File: src/rtl/rr_mux4_arbiter.sv
// rr_mux4_arbiter
//   Round-robin arbiter that owns the select line of a shared 4:1 data mux.
//   Each ownership lasts at most MAX_HOLD cycles so that no requester can starve.
//   When the owner releases, the rotation pointer moves just past it. The
//   arbiter then re-arbitrates in the same cycle, so grants go back-to-back.
//
// Ports
//   clk    in   system clock, rising edge
//   rst    in   synchronous reset, active-high
//   req    in   [3:0] request vector, held high while a requester wants the mux
//   in     in   [4*WIDTH-1:0] data lanes, lane i = in[i*WIDTH +: WIDTH]
//   gnt    out  [3:0] registered one-hot grant, zero when idle
//   s      out  [1:0] registered mux select (index of the granted lane)
//   valid  out  registered, high while a grant is active
//   out    out  [WIDTH-1:0] selected lane when valid, else zero
//
// state   | meaning
// --------+-----------------------------------------------------------
// ST_IDLE | no grant outstanding; arbitrate from ptr whenever req != 0
// ST_BUSY | lane s owns the mux; hold_cnt counts cycles of ownership
module rr_mux4_arbiter #(
  parameter int WIDTH    = 1,
  parameter int MAX_HOLD = 8
) (
  input  logic               clk,
  input  logic               rst,
  input  logic [3:0]         req,
  input  logic [4*WIDTH-1:0] in,
  output logic [3:0]         gnt,
  output logic [1:0]         s,
  output logic               valid,
  output logic [WIDTH-1:0]   out
);

  typedef enum logic {ST_IDLE, ST_BUSY} state_t;

  localparam logic [7:0] HOLD_LAST = 8'(MAX_HOLD - 1);

  state_t     r_state, w_state_nxt;
  logic [3:0] r_gnt, w_gnt_nxt;
  logic [1:0] r_s, w_s_nxt;
  logic       r_valid, w_valid_nxt;
  logic [1:0] r_ptr, w_ptr_nxt;
  logic [7:0] r_hold_cnt, w_hold_nxt;
  logic [2:0] w_arb;
  logic [1:0] w_s_inc;

  // {found, index}. Scan positions start, start+1, start+2, start+3 (mod 4).
  // The loop walks from the farthest position to the nearest, so the nearest
  // requesting index is the one written last.
  function automatic logic [2:0] f_arb(input logic [3:0] req_v, input logic [1:0] start);
    logic [1:0] idx;
    f_arb = 3'b000;
    for (int k = 3; k >= 0; k--) begin
      idx = start + 2'(k);
      if (req_v[idx]) f_arb = {1'b1, idx};
    end
  endfunction

  assign w_s_inc = r_s + 2'd1;

  always_comb begin
    w_state_nxt = r_state;
    w_gnt_nxt   = r_gnt;
    w_s_nxt     = r_s;
    w_valid_nxt = r_valid;
    w_ptr_nxt   = r_ptr;
    w_hold_nxt  = r_hold_cnt;
    w_arb       = 3'b000;
    case (r_state)
      ST_IDLE: begin
        w_arb = f_arb(req, r_ptr);
        if (w_arb[2]) begin
          w_gnt_nxt   = 4'b0001 << w_arb[1:0];
          w_s_nxt     = w_arb[1:0];
          w_valid_nxt = 1'b1;
          w_hold_nxt  = 8'd0;
          w_state_nxt = ST_BUSY;
        end
      end
      ST_BUSY: begin
        if (!req[r_s] || (r_hold_cnt == HOLD_LAST)) begin
          // The owner moves to the lowest priority. It is regranted only if it is the sole requester.
          w_ptr_nxt = w_s_inc;
          w_arb     = f_arb(req, w_s_inc);
          if (w_arb[2]) begin
            w_gnt_nxt  = 4'b0001 << w_arb[1:0];
            w_s_nxt    = w_arb[1:0];
            w_hold_nxt = 8'd0;
          end else begin
            // s keeps its last value after the release.
            w_gnt_nxt   = 4'b0000;
            w_valid_nxt = 1'b0;
            w_hold_nxt  = 8'd0;
            w_state_nxt = ST_IDLE;
          end
        end else begin
          w_hold_nxt = r_hold_cnt + 8'd1;
        end
      end
      default: w_state_nxt = ST_IDLE;
    endcase
  end

  always_ff @(posedge clk) begin
    if (rst) begin
      r_state    <= ST_IDLE;
      r_gnt      <= 4'b0000;
      r_s        <= 2'd0;
      r_valid    <= 1'b0;
      r_ptr      <= 2'd0;
      r_hold_cnt <= 8'd0;
    end else begin
      r_state    <= w_state_nxt;
      r_gnt      <= w_gnt_nxt;
      r_s        <= w_s_nxt;
      r_valid    <= w_valid_nxt;
      r_ptr      <= w_ptr_nxt;
      r_hold_cnt <= w_hold_nxt;
    end
  end

  always_comb begin
    out = '0;
    for (int i = 0; i < 4; i++) begin
      if (r_valid && (r_s == 2'(i))) out = in[i*WIDTH +: WIDTH];
    end
  end

  assign gnt   = r_gnt;
  assign s     = r_s;
  assign valid = r_valid;

endmodule

File: config.mk
export PLATFORM = sky130hd
export DESIGN_NAME = rr_mux4_arbiter
export DESIGN_NICKNAME = d
export VERILOG_FILES = /design/src/rtl/rr_mux4_arbiter.sv
export SDC_FILE = /design/constraint.sdc
export NUM_CORES = 1
export LEC_CHECK = 0
export ABC_AREA = 0
export BUFFER_PORTS_ARGS = -buffer_cell sky130_fd_sc_hd__buf_2
export CAP_MARGIN = 10
export CORE_MARGIN = 4
export CORE_UTILIZATION = 36
export CTS_CLUSTER_DIAMETER = 150
export DETAILED_ROUTE_END_ITERATION = 8
export PLACE_DENSITY = 0.52
export SLEW_MARGIN = 20
export SYNTH_ARGS = -nofsm -noshare
export SYNTH_HDL_FRONTEND = slang
export SYNTH_SLANG_ARGS = --single-unit
File: constraint.sdc
create_clock -name clk -period 3.3 [get_ports clk]
set_input_delay 0.33 -clock clk [delete_from_list [all_inputs] [get_ports clk]]
set_output_delay 0.33 -clock clk [all_outputs]
set_load 0.005 [all_outputs]
==> impl_metrics.yaml <==
logic_synthesis:
  syn-num-nets: 148
  ys_warn_count: 0
  ys_seq_area_share_pct: 30.3
  synth.distinct_cells: 39
  synth-simple-area-share_pct: 26.1
  syn_inst: 133
  synthesis.area_um2: 1190
  yosys.area_share.adder_pct: 5.27
  ys_seq_elements: 18
  synth_top_family_by_area: "simple AND/OR/NAND/NOR gates"
  synth_xor_area_share_pct: 0
  syn_area_per_cell_um2: 8.93
  synthMuxAreaShare_pct: 5.27
  synth-compound-area-share_pct: 25.9
critical_path:
  crit_required_ns: 3.52
  cp-end-kind: "register"
  cp.arrival_ns: 2.66
  cpPeakStageDelay_ns: 0.58
  start_kind: "register"
  worstPathCellList: "inv_1 -> ha_1 -> mux2i_1 -> nor2_1 -> a311oi_1 -> nand3b_1 -> a311oi_2"
  slowest_stage: "a311oi_1"
  crit_type: "reg2reg"
  cp_max_fo: 8
power:
  p_seq_share_pct: 45.6
  p_int_uw: 373
  p_sw_uw: 180
  peakVddDrop_mv: 0.176
  power_density_nw_per_um2: 427
  p_sw_share_pct: 32.6
  pwr-share-comb_pct: 28.4
  power_frac_clock_pct: 26.0
  p_leak_uw: 0.000495
sta:
  finalSetupViolations: 0
  relSlewSlack_pct: 54.6
  period_share_pct: 73.7
  worst_clock_skew_ns: 0.00116
  layout_min_cycle_time_ns: 2.43
  grt_setup_unrepaired: "false"
  fin_tns_setup_ns: 0
  slew_violations: 0
  worst_pin_slew_ns: 0.676
  hold_viol: 0
  timing.fmax_mhz: 411
routing:
  ant_nets: 0
  drt_first_iter_violations: 22
  drc: 0
  routedWlPerCell_um: 13.3
  drtPass1Iterations: 4
  drt-total-wl_um: 2520
  viasPerCell: 5.31
  vias: 1008
floorplanning:
  num_rows: 20
  die_area_um2: 4280
  core_um2: 3100
  start_util_pct: 38.3
  die_y_um: 65.4
  pin_count: 18
  die_w_um: 65.4
cells_and_area:
  mostFrequentLayoutCell: "dfxtp_1"
  area_growth_pct: 9.06
  multi_input_area_um2: 743
  layout.nets: 162
  final_cell_mix: "dfxtp_1, buf_2, nor2_1"
  seq_area_um2: 360
  final_cell_area_um2: 1290
  fill_cells: 349
  antenna_cells: 0
  drive_gt1_share_pct: 21.2
cts:
  cts_setup_buffers: 0
  cts_tree: "done"
  cts_sinks: 18
  clock_path_buffers: 2
  post_cts_resized: 0
  clk_pin_slew_ns: 0.11
  cts_root_buffer: "clkbuf_4"
  htreeDepth: 1
  ctsHoldBuffers: 0
  cts-buffers-inserted: 3
  worstSkewPairLatency_ns: 0.30
placement:
  io_buffers: 17
  dpl.hpwl_um: 1820
  placed_area_um2: 1260
  gp_congestion: 0.746
global_route:
  grt_pass1_vias: 958
  gr-usage-all-layers_pct: 12.8
  grt_pass1_wl_um: 4320
  antenna_found_initial: 0
  grt_max_degree: 19
  grt_overflow_total: 0
run:
  cap_violations: 0
run_status:
  status: "finished clean"
worst_hold_path:
  hp-class: "in2reg"
==> synthesized netlist by cell type <==
cell type | number | area share [%]
nor2_8 | 1 | 1.7
buf_6 | 4 | 3.8
nand2b_1 | 5 | 2.6
o22ai_1 | 1 | 0.53
nor2_2 | 1 | 0.53
clkbuf_1 | 1 | 0.32
inv_1 | 4 | 1.3
o211a_4 | 1 | 1.5
or4b_1 | 1 | 0.84
a41oi_1 | 2 | 1.5
o31a_2 | 1 | 0.84
nand2_1 | 7 | 2.2
nor4_4 | 1 | 1.8
nand3_1 | 4 | 1.7
dfxtp_1 | 18 | 30
nand4b_1 | 1 | 0.74
a311oi_2 | 1 | 1.3
or3_1 | 2 | 1.1
mux4_2 | 1 | 1.9
and3_1 | 3 | 1.6
a211oi_1 | 4 | 2.5
nor2b_1 | 1 | 0.53
o22a_2 | 1 | 0.84
and2_1 | 1 | 0.53
o21ai_0 | 4 | 1.7
buf_4 | 2 | 1.3
or4bb_1 | 1 | 0.95
a311oi_1 | 9 | 6.6
a22oi_1 | 1 | 0.63
buf_2 | 1 | 0.42
mux2i_1 | 4 | 3.4
o21a_1 | 2 | 1.3
ha_1 | 5 | 5.3
and2b_2 | 1 | 0.74
a21oi_1 | 14 | 5.9
nor2_1 | 15 | 4.7
a311o_1 | 1 | 0.84
nand3b_1 | 5 | 3.2
or2b_2 | 1 | 0.74
==> power groups by stage <==
stage | clock network, uW | logic [uW] | registers, uW
6_report | 144 | 157 | 252
5_1_grt | 156 | 177 | 256
4_1_cts | 151 | 159 | 253
3_5_place_dp | 0 | 158 | 258
3_3_place_gp | 0 | 154 | 257
2_1_floorplan | 0 | 128 | 251
==> area by class of cell <==
cell class	count	area share [%]
multi-input combinational	103	57.4
clock buffer	4	2.80
tap	44	4.25
timing repair buffer	17	6.57
sequential	18	27.8
inverter	4	1.16
==> critical path: cells and delay by family (launching register included) <==
kind	cells	cell delay, ns
AO/OA/AOI/OAI	2	0.85
flip-flops	1	0.50
adder cells (fa/ha/maj)	1	0.42
AND/OR/NAND/NOR	2	0.22
multiplexers	1	0.21
buffers and inverters	1	0.15
==> flip-flops by register name (all words and copies together), names as in the netlist <==
| name | flops |
|---|---|
| s | 2 |
| valid | 1 |
| r_hold_cnt | 8 |
| gnt | 4 |
| r_ptr | 2 |
| r_state | 1 |
==> stage by stage <==
step                      instances  hold WS (ns)  total power (uW)  setup WS [ns]  util [%]
after floorplan                 133         0.438               380           1.16         -
after global placement          186         0.486               411           1.06      40.6
after detailed placement        186         0.483               416          0.893      40.6
after CTS                       190         0.393               563          0.815      41.7
after global routing            190         0.416               588          0.626      41.7
final                           190         0.400               553          0.867      41.7
==> layer usage <==
layer  vias to the layer above  global-route usage (%)  wire length, um
met3                         4                    2.05               85
met2                        21                    19.7             1070
met5                         -                       0                0
met1                       457                    17.7             1330
li1                        526                       -                -
met4                         0                    5.44               30
==> kinds of logic (layout without fill, tap and decap cells) <==
family,Yosys count,after routing
muxes,5,5
adders and majority gates,5,5
AOI/OAI and AO/OA,42,42
and+or+nand+nor,51,51
buffers and inverters,12,25
DFF,18,18
==> path summary, 6_finish.rpt <==
kind	startpoint	to	slack, ns	cells past startpoint
max	s[0]	gnt[1]	0.87	7
min	req[3]	r_state	0.40	3
max reg2reg	s[0]	gnt[1]	0.87	7
min reg2reg	r_hold_cnt[7]	r_hold_cnt[7]	0.51	1
Note: power is estimated with default switching activity, not from simulation.
